--- config.mk ---
export PLATFORM = sky130hd
export DESIGN_NAME = led_event_scheduler
export DESIGN_NICKNAME = d
export VERILOG_FILES = /design/src/rtl/led_event_scheduler.sv
export SDC_FILE = /design/constraint.sdc
export NUM_CORES = 1
export LEC_CHECK = 0
export CAP_MARGIN = 20
export CORE_ASPECT_RATIO = 1.2
export CORE_MARGIN = 2
export CORE_UTILIZATION = 40
export DETAILED_ROUTE_END_ITERATION = 6
export GPL_ROUTABILITY_DRIVEN = 1
export PLACE_DENSITY = 0.63
export SLEW_MARGIN = 25
export SYNTH_ARGS = -nofsm -noshare
export SYNTH_HDL_FRONTEND = slang
export SYNTH_SLANG_ARGS = --single-unit
--- constraint.sdc ---
create_clock -name clk -period 5.5 [get_ports clk]
set_input_delay 1.375 -clock clk [delete_from_list [all_inputs] [get_ports clk]]
set_output_delay 1.375 -clock clk [all_outputs]
set_load 0.03 [all_outputs]
--- src/rtl/led_event_scheduler.sv ---
// rtl/led_event_scheduler.sv - round-robin scheduler sharing 8 board LEDs between four event sources
//
// Ports:
//   clk, rst                 system clock, asynchronous active-high reset
//   UART_data_debug_switch   1 = UART data bytes are displayable events
//   UART_data/_valid         received byte and its strobe
//   CM_errors/_valid         CM error code and its strobe
//   UART_errors/_valid       UART error flags and their strobe
//   config_notification      current configuration (level; any change is an event)
//   leds                     LED drive
//   led_src                  source being shown (0 CM, 1 UART err, 2 config, 3 UART data)
//   busy                     high while a pattern or its trailing gap is on the LEDs
//   drop_count               saturating count of pending events overwritten before display
module led_event_scheduler #(
    parameter int         HOLD_CYCLES  = 16,
    parameter int         GAP_CYCLES   = 2,
    parameter int         CNT_W        = 24,
    parameter logic [7:0] IDLE_PATTERN = 8'h00
) (
    input  logic       clk,
    input  logic       rst,
    input  logic       UART_data_debug_switch,
    input  logic [7:0] UART_data,
    input  logic       UART_data_valid,
    input  logic [3:0] CM_errors,
    input  logic       CM_errors_valid,
    input  logic [1:0] UART_errors,
    input  logic       UART_errors_valid,
    input  logic [7:0] config_notification,
    output logic [7:0] leds,
    output logic [1:0] led_src,
    output logic       busy,
    output logic [7:0] drop_count
);

    typedef enum logic [1:0] {S_IDLE, S_SHOW, S_GAP} state_t;

    state_t           state;
    logic [CNT_W-1:0] cnt;
    logic [1:0]       ptr;
    logic             cm_v_q, ue_v_q, ud_v_q, sw_q;
    logic [7:0]       cfg_prev;
    logic [3:0]       pend;
    logic [7:0]       pat [4];

    logic [3:0]       ev;
    logic [7:0]       new_pat [4];
    logic             sw_fall;
    logic             grant_valid, grant_now;
    logic [1:0]       grant_idx, idx;
    logic [3:0]       pend_nxt, drop;
    logic [2:0]       drop_n;
    logic [8:0]       drop_sum;
    logic [7:0]       drop_nxt;

    always_comb begin
        ev[0] = CM_errors_valid & ~cm_v_q;
        ev[1] = UART_errors_valid & ~ue_v_q;
        ev[2] = (config_notification != cfg_prev);
        ev[3] = UART_data_valid & ~ud_v_q & UART_data_debug_switch;
        new_pat[0] = {4'b1000, CM_errors};
        new_pat[1] = {6'b010000, UART_errors};
        new_pat[2] = config_notification;
        new_pat[3] = UART_data;
        sw_fall = sw_q & ~UART_data_debug_switch;
    end

    // Scan from furthest to nearest offset so the first set flag at or after ptr wins.
    always_comb begin
        grant_valid = 1'b0;
        grant_idx   = ptr;
        idx         = ptr;
        for (int i = 3; i >= 0; i--) begin
            idx = ptr + 2'(i);
            if (pend[idx]) begin
                grant_valid = 1'b1;
                grant_idx   = idx;
            end
        end
        grant_now = (state == S_IDLE) && grant_valid;
    end

    // A slot granted this cycle hands its old pattern to the display, so a new
    // event on it refills the slot without being a drop.
    always_comb begin
        pend_nxt = pend;
        drop     = 4'b0;
        if (grant_now) pend_nxt[grant_idx] = 1'b0;
        for (int s = 0; s < 4; s++) begin
            drop[s] = ev[s] & pend[s] & ~(grant_now && grant_idx == 2'(s));
            if (ev[s]) pend_nxt[s] = 1'b1;
        end
        if (sw_fall) pend_nxt[3] = 1'b0;
        drop_n   = {2'b0, drop[0]} + {2'b0, drop[1]} + {2'b0, drop[2]} + {2'b0, drop[3]};
        drop_sum = {1'b0, drop_count} + {6'b0, drop_n};
        drop_nxt = drop_sum[8] ? 8'hFF : drop_sum[7:0];
    end

    always_ff @(posedge clk or posedge rst) begin
        if (rst) begin
            state      <= S_IDLE;
            cnt        <= '0;
            ptr        <= 2'd0;
            cm_v_q     <= 1'b0;
            ue_v_q     <= 1'b0;
            ud_v_q     <= 1'b0;
            sw_q       <= 1'b0;
            cfg_prev   <= 8'h00;
            pend       <= 4'b0;
            for (int s = 0; s < 4; s++) pat[s] <= 8'h00;
            leds       <= IDLE_PATTERN;
            led_src    <= 2'd0;
            busy       <= 1'b0;
            drop_count <= 8'h00;
        end else begin
            cm_v_q     <= CM_errors_valid;
            ue_v_q     <= UART_errors_valid;
            ud_v_q     <= UART_data_valid;
            sw_q       <= UART_data_debug_switch;
            cfg_prev   <= config_notification;
            pend       <= pend_nxt;
            drop_count <= drop_nxt;
            for (int s = 0; s < 4; s++) begin
                if (ev[s]) pat[s] <= new_pat[s];
            end
            case (state)
                S_IDLE: begin
                    leds <= IDLE_PATTERN;
                    busy <= 1'b0;
                    if (grant_valid) begin
                        leds    <= pat[grant_idx];
                        led_src <= grant_idx;
                        cnt     <= CNT_W'(HOLD_CYCLES - 1);
                        ptr     <= grant_idx + 2'd1;
                        busy    <= 1'b1;
                        state   <= S_SHOW;
                    end
                end
                S_SHOW: begin
                    if (cnt == '0) begin
                        if (GAP_CYCLES > 0) begin
                            leds  <= 8'h00;
                            cnt   <= CNT_W'(GAP_CYCLES - 1);
                            state <= S_GAP;
                        end else begin
                            leds  <= IDLE_PATTERN;
                            busy  <= 1'b0;
                            state <= S_IDLE;
                        end
                    end else begin
                        cnt <= cnt - 1'b1;
                    end
                end
                S_GAP: begin
                    if (cnt == '0) begin
                        leds  <= IDLE_PATTERN;
                        busy  <= 1'b0;
                        state <= S_IDLE;
                    end else begin
                        cnt <= cnt - 1'b1;
                    end
                end
                default: state <= S_IDLE;
            endcase
        end
    end

endmodule
# Word-level counts from Yosys, hierarchy flattened
# Index checks and enable logic that the tools add are counted.
op_classes:
  addsub: 9
  order_cmp: 7
  eq_ne: 11
  muxes: 42
  bitwise: 24
  n_reduce_logical: 22
op_table:
  columns: ["op", "count"]
  rows:
  - ["$mux 24", 3]
  - ["$pmux 24 s3", 1]
  - ["$mux 8", 5]
  - ["$logic_not 24->1", 1]
  - ["$sub 24x1->24 const B", 1]
  - ["$bmux 8 s2", 1]
  - ["$mux 1", 16]
  - ["$pmux 8 s2", 1]
  - ["$lt 2x3->1 const B", 5]
  - ["$mux 2", 7]
  - ["$and 1x1->1", 13]
  - ["$reduce_bool 2->1", 5]
  - ["$add 8x3->9", 1]
  - ["$bmux 1 s2", 4]
  - ["$ne 2x2->1 const B", 4]
  - ["$ne 8x8->1", 1]
  - ["$not 1->1", 8]
  - ["$eq 2x2->1 const B", 3]
  - ["$logic_and 1x1->1", 6]
  - ["$pmux 2 s3", 1]
  - ["$reduce_and 2->1", 3]
  - ["$reduce_and 3->1", 2]
  - ["$reduce_bool 3->1", 2]
  - ["$add 2x1->2 const B", 2]
  - ["16 further kinds", 19]
word_totals:
  reg_bits: 87
  in_bits: 28
  out_inout_bits: 19

# Logic depth before layout (Yosys ltp)
depth:
  depth_word: 16
  ltp_mapped: 15
  ltp_nobuf: 14

# Worst setup path after synthesis
# Ideal clock, no wire load.
synth_timing:
  kind: "input to register"
  start: "input config_notification[7]"
  end: "register drop_count[3]"
  setup_time_ns: 0.083
  arrival_ns: 3.741
  setup_slack_ns: 1.677
  stages: 11
  path_buffers: 0
  path_cell_list: "xor2_1 nor4_1 nand2_1 nand3_1 fa_1 fa_1 inv_1 fa_1 and2_1 nand3_1 o21ai_0"
synth_between:
  elab_chain_len: 7
synth_lines:
  columns: ["item", "line", "rtl"]
  rows:
  - ["start: declaration", "29", "input logic [7:0] config_notification,"]
  - ["$ne 8x8->1", "59", "ev[2] = (config_notification != cfg_prev);"]
  - ["$and 1x1->1 (2 in a row)", "90", "drop[s] = ev[s] & pend[s] & ~(grant_now && grant_idx == 2'(s));"]
  - ["$add 2x1->3", "94", "drop_n = {2'b0, drop[0]} + {2'b0, drop[1]} + {2'b0, drop[2]} + {2'b0, drop[3]};"]
  - ["$add 3x1->3", "94", null]
  - ["$add 8x3->9", "95", "drop_sum = {1'b0, drop_count} + {6'b0, drop_n};"]
  - ["$mux 8", "96", "drop_nxt = drop_sum[8] ? 8'hFF : drop_sum[7:0];"]
  - ["via drop_nxt[3]", "54", "logic [7:0] drop_nxt;"]
  - ["end signal: assignment", "122", "drop_count <= drop_nxt;"]
  - ["end: declaration", "33", "output logic [7:0] drop_count"]
# The timed path passes the listed nets, and every way through them passes these cells.
# A chain may end at the register's enable or synchronous reset.

# Worst setup path in the final report
layout_timing:
  start: "input config_notification[4]"
  end: "register drop_count[1]"
# Same word-level chain as after synthesis.

==> summary.md <==
| Metric | Value |
|---|---|
| Hold_sp | led_src[0]$_DFFE_PP0P_ |
| Gr ovfl total | 0 |
| Total of max-cap violations | 0 |
| Power dissipated by switching net loads | 0.661 mW |
| Most frequent cell after synthesis | sky130_fd_sc_hd__dfrtp_1 |
| Core box area | 10100 um^2 |
| Drt drc | 0 |
| Relative slew margins | 46.7% |
| Wire length after detailed routing | 8390 um |
| Met3 Usage GRT | 4.28% |
| Post-synthesis instance total | 364 |
| Via count of the first global-routing pass | 2950 |
| Share of the cycle needed by the critical path after routing | 73.2% |
| Critical path's largest stage delay | 450 ps |
| Max IR drop VDD | 0.000242 V |
| Sw frac | 33.5% |
| Top cell types by occurrence after synthesis | sky130_fd_sc_hd__dfrtp_1, sky130_fd_sc_hd__nor2_1, sky130_fd_sc_hd__nand2_1, sky130_fd_sc_hd__mux2_2 |
| Worst r2r dst | drop_count[1]$_DFF_PP0_ |
| Post-CTS Setup Repair Bufs | 0 |
| Fraction of the yosys area taken by sequential cells | 52.3% |
| Layout overhead on the synthesized area | 21.7% |
| Worst setup slack for register-to-register paths | 2030 ps |
| Count of input and output buffers | 46 |
| Post-synth cell types | 54 |
| Synthesized area divided by synthesized cell count | 11.4 um^2 |
| Cell Area, Synth | 4170 um^2 |
| Post-route non-filler standard cell count | 548 |
| Routability cong. | 0.752 |
| Number of clock sinks | 87 |
| Final setup fails | 0 |
| Part of the total power dissipated in combinational logic | 28.7% |
| Buffer and inverter count on the worst path | 2 |
| Antenna diode count | 0 |
| Util after Layout | 50.4% |
| CP Class | input port to flop |
| Hold Crit Depth | 2 |
| RSZ-0062 raised after global routing | false |
| Count of cells resized by post-cts repair | 0 |
| Cell-internal power | 1.31 mW |
| Syn Nets | 406 |
| Placed cell count | 532 |
| Yosys warns | 0 |
| Global routing met1 resource utilization | 19.3% |
| Initial Util | 41.4% |
| Most frequent CP cell | sky130_fd_sc_hd__fa_1 |
| Capturing element type of the critical path | flop |
| Async set or reset register ratio after synthesis | 100% |
| Summed area of non-filler cells in the final layout | 5070 um^2 |
| Sum of negative setup slack | 0 ps |
| Routed length per instance | 15.3 um |
| Library cell contributing the largest single delay on the critical path | sky130_fd_sc_hd__clkdlybuf4s50_1 |
| Register share of total power | 41.2% |
| Hold Buf Count CTS | 0 |
| Critical path fanouts, max | 6 |
| Fraction of layout instances using a drive strength above 1 | 14.7% |
| Worst-case setup margin in the final layout | 1470 ps |
| Most area-consuming cells after synthesis | sky130_fd_sc_hd__dfrtp_1, sky130_fd_sc_hd__mux2_2, sky130_fd_sc_hd__ha_1 |
| Final Hold Slack | 483 ps |
| Number of nets at the end of the flow | 459 |
| Main synth FF type | sky130_fd_sc_hd__dfrtp_1 |
| Clock tree from TritonCTS | built |
| Area enclosed by the die boundary | 11200 um^2 |
| Wire length of the first global-routing pass | 14300 um |
| Worst setup slack before clock tree synthesis | 1040 ps |
| Number of H-tree branching levels | 3 |
| Total iterations of the first detailed-routing run | 4 |
| Number of enable flip-flop cells after synthesis | 0 |
| Clock network fraction of design power | 30.1% |
| Number of nets with antenna violations after detailed routing | 0 |
| Most heavily used metal layer in global routing | met2 |
| Result of the run | completed |
| Clock-pin slew reported for the worst setup and hold paths after clock tree synthesis | 70 ps |
| Clock root buffer | sky130_fd_sc_hd__clkbuf_16 |
| Area share of the largest cell type after synthesis | 52.3% |
| Startpoint of the lowest-slack register-to-register path | pend[0]$_DFFE_PP0P_ |
| Total number of placement rows | 40 |
| Total Routing Usage GR | 16.2% |
| Fin. max-slew vios | 0 |
| Via density | 5.22 |
| Reg2Reg Depth | 15 |
| Initial antenna violation count | 0 |
| Required time of the worst setup path | 5780 ps |
| Pleak | 2.20 nW |
| Number of buffers inserted during clock tree synthesis | 9 |
| Cell taking the most area after synthesis | sky130_fd_sc_hd__dfrtp_1 |
| Total power divided by cell area | 389 nW/um^2 |
| Total power | 1.97 mW |
| DPL Wire Length | 5850 um |
| Synthesis-stage register bit count | 87 |
| Crit path cell chain | clkdlybuf4s50_1 > xor2_1 > nor4_1 > nand2_1 > nand3_1 > fa_1 > fa_1 > inv_1 > fa_1 > and2_1 > nand3_1 > nand2b_1 |
| Type of origin of the critical path | input port |
| Setup clock skew after layout | 7.94 ps |
| Arrival @ worst endpoint | 4300 ps |
| Num ports | 47 |
| Clk Latency, worst-skew pair | 350 ps |
| Hold Path Class | flop to flop |
| Horizontal die dimension | 97.2 um |
| Longest Clk Path Bufs | 2 |
| Largest net degree at the start of global routing | 64 |
| Sink of the worst hold path | led_src[0]$_DFFE_PP0P_ |
| CP top delay family | simple AND/OR/NAND/NOR gates |
| DR iter-0 viols | 93 |
| Grt met2 use | 28.2% |
| Maximum clock rate | 0.248 GHz |
| Total number of vias | 2858 |
| Post-layout min period | 4030 ps |
| Slew at the pin with the worst max-slew slack | 777 ps |
| Placed inst area | 4780 um^2 |
| Die outline height | 116 um |
| Hold Violations, Final | 0 |
cell usage in the layout (no fill, tap or decap), drive strengths merged, types with 2 or more instances in the layout:
cell	count
buf	7
clkinv	2
nor2b	9
or4	7
clkdlybuf4s50	46
a22o	4
o21ai	12
nand4	3
a21oi	5
clkinvlp	2
a21o	5
mux2	25
o211ai	4
xor2	15
mux2i	8
and2	2
o21a	2
nor3	9
mux4	2
dfrtp	87
nand2	25
nor2	32
xnor2	15
a31oi	2
nor4b	2
nor4	9
inv	15
clkbuf	9
nand3	13
or3	3
or2	4
nand2b	6
fa	3
ha	11
flip-flops by register name, summed over array words and instances (netlist names):
signal / flops
cm_v_q: 1
cfg_prev: 8
ud_v_q: 1
sw_q: 1
ue_v_q: 1
cnt: 24
pend: 4
busy: 1
ptr: 2
state: 2
leds: 8
drop_count: 8
pat: 24
led_src: 2
power groups by stage:
stage	sequential (mW)	combinational (mW)	clock (mW)
after floorplan	0.917	0.251	0
after global placement	0.821	0.563	0
after detailed placement	0.823	0.572	0
after CTS	0.813	0.576	0.610
after global routing	0.825	0.622	0.636
final	0.812	0.566	0.594
cell families after synthesis:
group / count (synthesis) / synth area share (%)
xor+xnor: 30 / 6.31
mux: 35 / 9.85
simple gates: 131 / 16.9
buf+inv: 23 / 2.49
flops: 87 / 52.3
fa+ha+maj: 14 / 4.75
compound gates: 44 / 7.42
cell type report:
type	instances	area [um^2]
Clock buffer	9	225
Clock inverter	7	62.6
Fill cell	904	4990
Inverter	12	50.0
Multi-Input combinational cell	254	1880
Sequential cell	87	2180
Tap cell	126	158
Timing Repair Buffer	53	513
worst min-delay path, delay by kind of cell (launching register included):
kind             cells  cell delay [ps]
AND/OR/NAND/NOR      1               50
AO/OA/AOI/OAI        1               60
flip-flops           1              340
layer usage:
layer	vias up	routed length [um]
met5	-	0
met4	0	112
met3	9	312
met2	43	4280
met1	1411	3680
li1	1395	-
worst max-delay path by stage:
stage	slack (ps)	startpoint	cells past startpoint	to
global placement	1060	config_notification[7]	12	drop_count[3]$_DFF_PP0_
global route	1140	config_notification[7]	12	drop_count[3]$_DFF_PP0_
floorplan	1680	config_notification[7]	11	drop_count[3]$_DFF_PP0_
detailed placement	1040	config_notification[7]	12	drop_count[3]$_DFF_PP0_
CTS	1410	config_notification[7]	12	drop_count[1]$_DFF_PP0_
finish	1470	config_notification[4]	12	drop_count[1]$_DFF_PP0_
Note: power is estimated with default switching activity, not from simulation.
